### src/rtl/tile_feeder.sv
// Tile feeder: pops one SIZE x SIZE byte tile from an upstream FIFO and streams it
// Latency: first skewed byte appears 3 cycles after the pop cycle; tile period 2*SIZE+2
// Backpressure: stall freezes the stream step and blanks row outputs; one pop per tile
//
// Byte packing: tile element [r][c] sits at fifo_dout[(r*SIZE+c)*8 +: 8];
// row_data byte for row r sits at row_data[r*8 +: 8].
module tile_feeder #(
  parameter int SIZE = 2
) (
  input  logic                     clk,
  input  logic                     rst,
  input  logic                     fifo_pop_rdy,
  output logic                     fifo_pop,
  input  logic [8*SIZE*SIZE-1:0]   fifo_dout,
  input  logic                     stall,
  output logic [8*SIZE-1:0]        row_data,
  output logic [SIZE-1:0]          row_valid,
  output logic                     busy,
  output logic                     tile_done,
  output logic [15:0]              tiles_fed
);

  localparam int TW = $clog2(2*SIZE);
  localparam logic [TW-1:0] T_LAST = TW'(2*SIZE-2);

  typedef enum logic [1:0] {
    IDLE   = 2'd0,
    FETCH  = 2'd1,
    CAPT   = 2'd2,
    STREAM = 2'd3
  } state_t;

  state_t                   state_q, state_d;
  logic [TW-1:0]            t_q, t_d;
  logic [8*SIZE*SIZE-1:0]   tile_q, tile_d;
  logic [15:0]              tiles_fed_q, tiles_fed_d;
  logic                     stream_go;

  // State, step counter, captured tile and tile count registers
  always_ff @(posedge clk) begin
    if (rst) begin
      state_q     <= IDLE;
      t_q         <= '0;
      tile_q      <= '0;
      tiles_fed_q <= '0;
    end else begin
      state_q     <= state_d;
      t_q         <= t_d;
      tile_q      <= tile_d;
      tiles_fed_q <= tiles_fed_d;
    end
  end

  // Next-state logic plus pop request and end-of-tile pulse
  always_comb begin
    state_d     = state_q;
    t_d         = t_q;
    tile_d      = tile_q;
    tiles_fed_d = tiles_fed_q;
    fifo_pop    = 1'b0;
    tile_done   = 1'b0;
    case (state_q)
      IDLE: begin
        fifo_pop = fifo_pop_rdy;
        if (fifo_pop_rdy) state_d = FETCH;
      end
      // FIFO output register updates at the end of this cycle
      FETCH: state_d = CAPT;
      CAPT: begin
        tile_d  = fifo_dout;
        t_d     = '0;
        state_d = STREAM;
      end
      STREAM: begin
        if (!stall) begin
          if (t_q == T_LAST) begin
            tile_done   = 1'b1;
            tiles_fed_d = tiles_fed_q + 16'd1;
            state_d     = IDLE;
          end else begin
            t_d = t_q + TW'(1);
          end
        end
      end
      default: state_d = IDLE;
    endcase
    // A reset cycle must not issue a pop or report a completed tile
    if (rst) begin
      fifo_pop  = 1'b0;
      tile_done = 1'b0;
    end
  end

  assign busy      = (state_q != IDLE) && !rst;
  assign tiles_fed = tiles_fed_q;
  assign stream_go = (state_q == STREAM) && !stall && !rst;

  // Row r sees column t-r of its tile row: a diagonal wavefront across the array
  for (genvar r = 0; r < SIZE; r++) begin : g_row
    logic [TW:0]          col;     // t - r; wraps to a large value when t < r
    logic                 in_win;
    logic [8*SIZE-1:0]    row_vec;
    logic [7:0]           row_byte;

    assign col      = {1'b0, t_q} - (TW+1)'(r);
    assign in_win   = ({1'b0, t_q} >= (TW+1)'(r)) && (col < (TW+1)'(SIZE));
    assign row_vec  = tile_q[r*8*SIZE +: 8*SIZE];
    assign row_byte = 8'(row_vec >> {col, 3'b000});

    assign row_valid[r]       = stream_go && in_win;
    assign row_data[r*8 +: 8] = (stream_go && in_win) ? row_byte : 8'h00;
  end

endmodule

### config.mk
export PLATFORM = sky130hd
export DESIGN_NAME = tile_feeder
export DESIGN_NICKNAME = d
export VERILOG_FILES = /design/src/rtl/tile_feeder.sv
export SDC_FILE = /design/constraint.sdc
export NUM_CORES = 1
export LEC_CHECK = 0
export ABC_AREA = 1
export CAP_MARGIN = 5
export CORE_UTILIZATION = 50
export CTS_BUF_LIST = sky130_fd_sc_hd__clkbuf_8
export DETAILED_ROUTE_END_ITERATION = 6
export PLACE_DENSITY = 0.91
export RECOVER_POWER = 100
export REMOVE_ABC_BUFFERS = 1
export SETUP_SLACK_MARGIN = 0.1
export SLEW_MARGIN = 20
export SYNTH_ARGS = -nofsm -noshare
export SYNTH_HDL_FRONTEND = slang
export SYNTH_SLANG_ARGS = --single-unit
### constraint.sdc
create_clock -name clk -period 5.2 [get_ports clk]
set_clock_uncertainty 0.1 [all_clocks]
set_input_delay 1.04 -clock clk [delete_from_list [all_inputs] [get_ports clk]]
set_output_delay 1.04 -clock clk [all_outputs]
set_load 0.01 [all_outputs]
==> qor.csv, run 1 <==
stage,metric,value,unit
logic_synthesis,synthFlopType,dfxtp_1,
sta,fin_crit_sh,0.820,
finish,layout-drive-gt1-share,0.0216,
sta,hold_viol_final,0,
logic_synthesis,ys_seq_elements,52,
logic_synthesis,synth_cell_types,28,
clock_tree,cts_buffers,5,
clock_tree,cts_hold_buf,0,
clock_tree,cts.path.max_buffers,2,
global_route,grt_usage,0.227,
logic_synthesis,synth_top_area_share,0.429,
clock_tree,cts_tree,yes,
finish,diodes,0,
worst_setup_path,critPathMaxFanout,10,
worst_setup_path,path_buf_inv,2,
logic_synthesis,synth_area_leader_cell,dfxtp_1,
logic_synthesis,synthArstFlopShare,0,
floorplanning,die_area,5130,um2
logic_synthesis,yosys-top-cells-area,"dfxtp_1 (43%), nor2_1 (17%), o21ai_0 (8.3%)",
clock_tree,cts_resized,0,
clock_tree,clkSinkCount,52,
sta,fin_crit,4.26,ns
route,drtIter0Drc,92,
route,final_antenna_net_count,0,
finish,area_growth,31.3,%
sta,finalHoldWorstSlack,0.379,ns
floorplanning,die_x,71.6,um
place,place_congestion,0.843,
worst_setup_path,cp.arrival,3.12,ns
clock_tree,root_buffer,clkbuf_8,
sta,relSlewSlack,0.319,
global_route,antenna_found_initial,0,
sta,finalMaxSlewViolations,0,
status,status,finished clean,
worst_setup_path,worstPathRequired,4.06,ns
flow_run,cap_violations,0,
worst_setup_path,path_common_cell,dlygate4sd3_1,
floorplanning,io-pin-count,73,
sta,finalSetupViolations,0,
logic_synthesis,synth_edf_count,0,
pwr,p_leak,1.41,nW
route,vias_per_cell,5.17,
worst_setup_path,critical_path_class,in2out,
worst_setup_path,crit_chain,dlygate4sd3_1 -> nor2_1 -> nand2_1 -> nor4_1 -> dlygate4sd3_1,
floorplanning,core,4500,um2
worst_setup_path,crit_path_end_kind,output port,
logic_synthesis,yosysMostFrequentCell,nor2_1,
clock_tree,post_cts_buffers,0,
worst_setup_path,slowest_stage,dlygate4sd3_1,
logic_synthesis,yosys-top-cells-count,"nor2_1 (110), nand2_1 (53), dfxtp_1 (52), o21ai_0 (40), inv_1 (26)",
clock_tree,htreeDepth,2,
global_route,grt_pass1_wl,9250,um
sta,setup_tns,0,ns
place,port_buffers,72,
sta,fmax,0.235,GHz
finish,nFillCells,399,
floorplanning,die_h,71.6,um
clock_tree,clock_latency,0.30,ns
sta,worstMarginPinSlew,1.02,ns
sta,rsz0062_at_grt,no,
route,first_pass_iters,4,
route,via_count,2426,
logic_synthesis,ys_seq_area_frac,0.429,
route,routedWlPerCell,12.0,um
route,drc_errors,0,
place,hpwl,3900,um
route,wl,5630,um
global_route,grt.overflow.total,0,
finish,finalNetCount,460,
floorplanning,num_rows,24,
global_route,grt_pass1_vias,2206,
logic_synthesis,postSynthAreaPerCell,6.87,um2
worst_setup_path,start_kind,primary input,
logic_synthesis,syn_inst,353,
clock_tree,clk_pin_slew,0.09,ns
floorplanning,start_util,0.538,
logic_synthesis,syn_area,2420,um2
pwr,power_density,340,nW/um2
pwr,ir_drop,229,uV
worst_setup_path,worst_path_largest_cell_delay,0.69,ns
logic_synthesis,yosysWarnings,0,
hold_path,hp-class,reg2reg,
global_route,grt_start_max_net_pins,48,
worst_setup_path,critPathTopFamily,buffers and inverters,
## metrics by stage
step                      power (mW)  setup WS (ns)   util  area [um2]  std cells
after floorplan                0.759           2.12      -        2350        337
after global placement         0.863           1.18  0.698        3140        462
after detailed placement       0.873           1.05  0.698        3140        462
after CTS                       1.09           1.04  0.716        3220        469
after global routing            1.16          0.762  0.707        3180        469
final                           1.08          0.937  0.707        3180        469
## routing by layer
layer,vias to the layer above,wire length [um],global-route usage
li1,1246,-,-
met1,1096,2570,0.265
met2,75,2610,0.401
met3,9,396,0.0520
met4,0,62,0.0893
met5,-,0,0
## where the power goes
part	switching, mW	internal, mW	leakage [nW]
clock	0.131	0.0915	0.0400
sequential	0.0527	0.490	0.424
combinational	0.195	0.123	0.941
## worst register-to-register path, stage by stage, from the launching register on
cell	delay (ns)
dfxtp_1	0.52
clkinv_1	0.14
clkbuf_1	0.67
ha_1	0.34
nand3_1	0.27
nor2_1	0.50
nand4_1	0.22
nand2_1	0.10
nand2_1	0.05
nor2_1	0.10
## worst paths after layout
check | from | end | slack [ns] | depth (start not counted)
worst max-delay path | rst | row_data[13] | 0.94 | 5
worst min-delay path | tiles_fed[8] | tiles_fed[8] | 0.38 | 2
worst max register to register | t_q[0] | tiles_fed[12] | 2.13 | 9
worst min register to register | tiles_fed[8] | tiles_fed[8] | 0.38 | 2
## kinds of logic after synthesis
kind of cell | synth area share
buffers and inverters | 0.0728
XOR/XNOR | 0.00723
adder cells (fa/ha/maj) | 0.0361
AND/OR/NAND/NOR | 0.323
AO/OA/AOI/OAI | 0.132
flip-flops | 0.429
## layout by cell type (no fill, tap or decap), types with 2 or more instances in the layout
cell type        Yosys  final
a21oi_1             17     17
nand2_1             53     53
xor2_1               2      2
dfxtp_1             52     52
nor3_1               2      2
dlygate4sd3_1        0     37
nand4_1              3      3
o21ai_0             40     41
nor4_1               8      8
clkbuf_8             0      5
ha_1                 7      7
inv_1               26     25
clkdlybuf4s50_1      0     35
nor2_1             110    112
nand3_1              6      7
## flip-flops by register name, indices dropped and copies added (netlist names)
name	count
tiles_fed	16
tile_q	32
t_q	2
state_q	2
## cell type report
type	instances	area, um2	area share
clock buffer	5	68.8	0.0216
multi-input combinational	258	1170	0.368
tap	52	65.1	0.0204
timing repair buffer	73	724	0.228
sequential	52	1040	0.327
inverter	27	101	0.0318
clock inverter	2	12.5	0.00393
Power figures use the tool's default switching activity.
==> run 2, diff against run 1 <==
--- a/config.mk
+++ b/config.mk
@@ -7,10 +7,10 @@
 export LEC_CHECK = 0
 export ABC_AREA = 1
 export CAP_MARGIN = 5
-export CORE_UTILIZATION = 50
+export CORE_UTILIZATION = 44
 export CTS_BUF_LIST = sky130_fd_sc_hd__clkbuf_8
 export DETAILED_ROUTE_END_ITERATION = 6
-export PLACE_DENSITY = 0.91
+export PLACE_DENSITY = 0.86
 export RECOVER_POWER = 100
 export REMOVE_ABC_BUFFERS = 1
 export SETUP_SLACK_MARGIN = 0.1
==> constraint.sdc (replaced) <==
create_clock -name clk -period 3.5 [get_ports clk]
set_clock_uncertainty 0.1 [all_clocks]
set_input_delay 0.7 -clock clk [delete_from_list [all_inputs] [get_ports clk]]
set_output_delay 0.7 -clock clk [all_outputs]
set_load 0.01 [all_outputs]
==> qor.csv, run 2 (same netlist as run 1, synthesis figures left out) <==
stage,metric,value,unit,change
place,port_buffers,72,,unchanged
worst_setup_path,start_kind,primary input,,
hold_path,holdPathStages,2,,unchanged
floorplanning,die_h,76.2,um,+6.4%
route,routedWlPerCell,11.8,um,-1.5%
flow_run,cap_violations,0,,unchanged
pwr,p_leak,1.42,nW,+0.75%
finish,finalNetCount,464,,+0.87%
clock_tree,root_buffer,clkbuf_8,,
worst_setup_path,cp.arrival,2.54,ns,-0.58 ns
global_route,grt.overflow.total,0,,unchanged
hold_path,holdPathEnd,tiles_fed[8],,
clock_tree,clkSinkCount,52,,unchanged
floorplanning,core,5200,um2,+16%
global_route,grt_pass1_wl,9940,um,+7.4%
clock_tree,cts.path.max_buffers,2,,unchanged
global_route,grt_usage,0.208,,-0.0188
route,via_count,2457,,+1.3%
sta,relSlewSlack,0.167,,-0.153
place,hpwl,4100,um,+5.2%
place,place_congestion,0.852,,+1.0%
worst_setup_path,crit_path_end_kind,output port,,
hold_path,worst_hold_startpoint,tiles_fed[8],,
worst_setup_path,critical_path_class,in2out,,
worst_setup_path,r2r_slack,0.98,ns,-1.15 ns
route,drtIter0Drc,103,,+12%
sta,fin_crit,3.34,ns,
route,final_antenna_net_count,0,,unchanged
clock_tree,clock_latency,0.30,ns,about the same
worst_setup_path,r2r-start,state_q[0],,
worst_setup_path,worstSetupStartpoint,rst,,
clock_tree,cts_hold_buf,0,,unchanged
finish,ff_latch_area,1040,um2,unchanged
clock_tree,cts_tree,yes,,
finish,area_growth,33.4,%,
clock_tree,cts_buffers,5,,unchanged
route,first_pass_iters,5,,+1
sta,finalSetupViolations,0,,unchanged
worst_setup_path,worst_r2r_path_depth,6,,-3
floorplanning,die_x,76.2,um,+6.4%
sta,finalMaxSlewViolations,0,,unchanged
sta,fmax,0.299,GHz,
clock_tree,clk_pin_slew,0.08,ns,about the same
global_route,grt_start_max_net_pins,37,,-23%
worst_setup_path,critPathMaxFanout,9,,-1
floorplanning,start_util,0.466,,-0.0725
pwr,ir_drop,336,uV,+47%
sta,fin_crit_sh,0.955,,
sta,finalHoldWorstSlack,0.367,ns,-0.0119 ns
finish,largest_reg_flops,32,,unchanged
floorplanning,num_rows,26,,+8.3%
global_route,antenna_found_initial,0,,unchanged
sta,rsz0062_at_grt,yes,,
worst_setup_path,r2r_end,t_q[1],,
finish,multi_input_area,1180,um2,+0.43%
global_route,grt_pass1_vias,2277,,+3.2%
sta,worstMarginPinSlew,1.25,ns,+0.230 ns
sta,hold_viol_final,0,,unchanged
sta,setup_tns,0,ns,unchanged
clock_tree,htreeDepth,2,,unchanged
finish,final_cell_mix,"nor2_1 (111), nand2_1 (52), dfxtp_1 (52), o21ai_0 (41), clkdlybuf4s50_1 (38)",,
finish,layout-drive-gt1-share,0.0285,,+0.00692
worst_setup_path,worstPathRequired,2.70,ns,-1.36 ns
clock_tree,post_cts_buffers,0,,unchanged
pwr,power_density,498,nW/um2,+46%
finish,diodes,0,,unchanged
route,vias_per_cell,5.00,,-3.3%
status,status,finished clean,,
floorplanning,io-pin-count,73,,unchanged
route,drc_errors,0,,unchanged
hold_path,hp-class,reg2reg,,
finish,largest-register,tile_q,,
finish,nFillCells,481,,+21%
finish,mostFrequentLayoutCell,nor2_1,,
route,wl,5800,um,+3.1%
floorplanning,die_area,5810,um2,+13%
run 2: what timing repair did:
action,4_1_cts,5_1_grt
setup endpoints to repair,3,16
cloned,0,0
resized for setup,1,2
run 2: how the worst max path moves through the flow:
stage | end | slack, ns | cells after the start
after floorplan | row_data[10] | 0.76 | 4
after global placement | row_data[10] | 0.19 | 7
after detailed placement | row_data[8] | 0.08 | 7
after CTS | row_data[7] | 0.09 | 7
after global routing | row_data[4] | 0.04 | 7
final | row_data[2] | 0.16 | 5
run 2: layout make-up:
type | count | area share
Inverter | 27 | 0.0313
Tap cell | 70 | 0.0271
Clock buffer | 5 | 0.0213
Sequential cell | 52 | 0.322
Timing Repair Buffer | 77 | 0.232
Clock inverter | 2 | 0.00271
Multi-Input combinational cell | 258 | 0.364
run 2: report_power, final:
part | internal (mW) | switching, mW | leakage [nW]
clock network | 0.134 | 0.183 | 0.0452
logic | 0.187 | 0.307 | 0.946
registers | 0.728 | 0.0715 | 0.424
run 2: stage by stage:
step                total power, mW   util  cell area [um2]  setup slack [ns]  std cells
finish                         1.61  0.621             3230             0.158        491
global route                   1.73  0.621             3230            0.0387        491
CTS                            1.63  0.629             3280            0.0880        491
detailed placement             1.31  0.614             3200            0.0836        484
global placement               1.29  0.614             3200             0.192        484
floorplan                      1.13      -             2350             0.761        337
run 2: worst max-delay path: stages:
cell and delay, ns:
dlygate4sd3_1 0.58, nor2_2 0.18, nand2_1 0.25, a21oi_1 0.21
dlygate4sd3_1 0.62
run 2: metal layers:
layer,vias to the layer above,share of wire,track usage
li1,1257,-,-
met1,1116,0.46,0.258
met2,75,0.46,0.343
met3,9,0.067,0.0551
met4,0,0.014,0.0808
met5,-,0,0
==> run 3, diff against run 2 <==
--- a/config.mk
+++ b/config.mk
@@ -7,6 +7,7 @@
 export LEC_CHECK = 0
 export ABC_AREA = 1
 export CAP_MARGIN = 5
+export CORE_MARGIN = 1
 export CORE_UTILIZATION = 44
 export CTS_BUF_LIST = sky130_fd_sc_hd__clkbuf_8
 export DETAILED_ROUTE_END_ITERATION = 6
==> results of run 3 <==
Same layout as run 2: the final DEF is identical, and so are final timing and power.
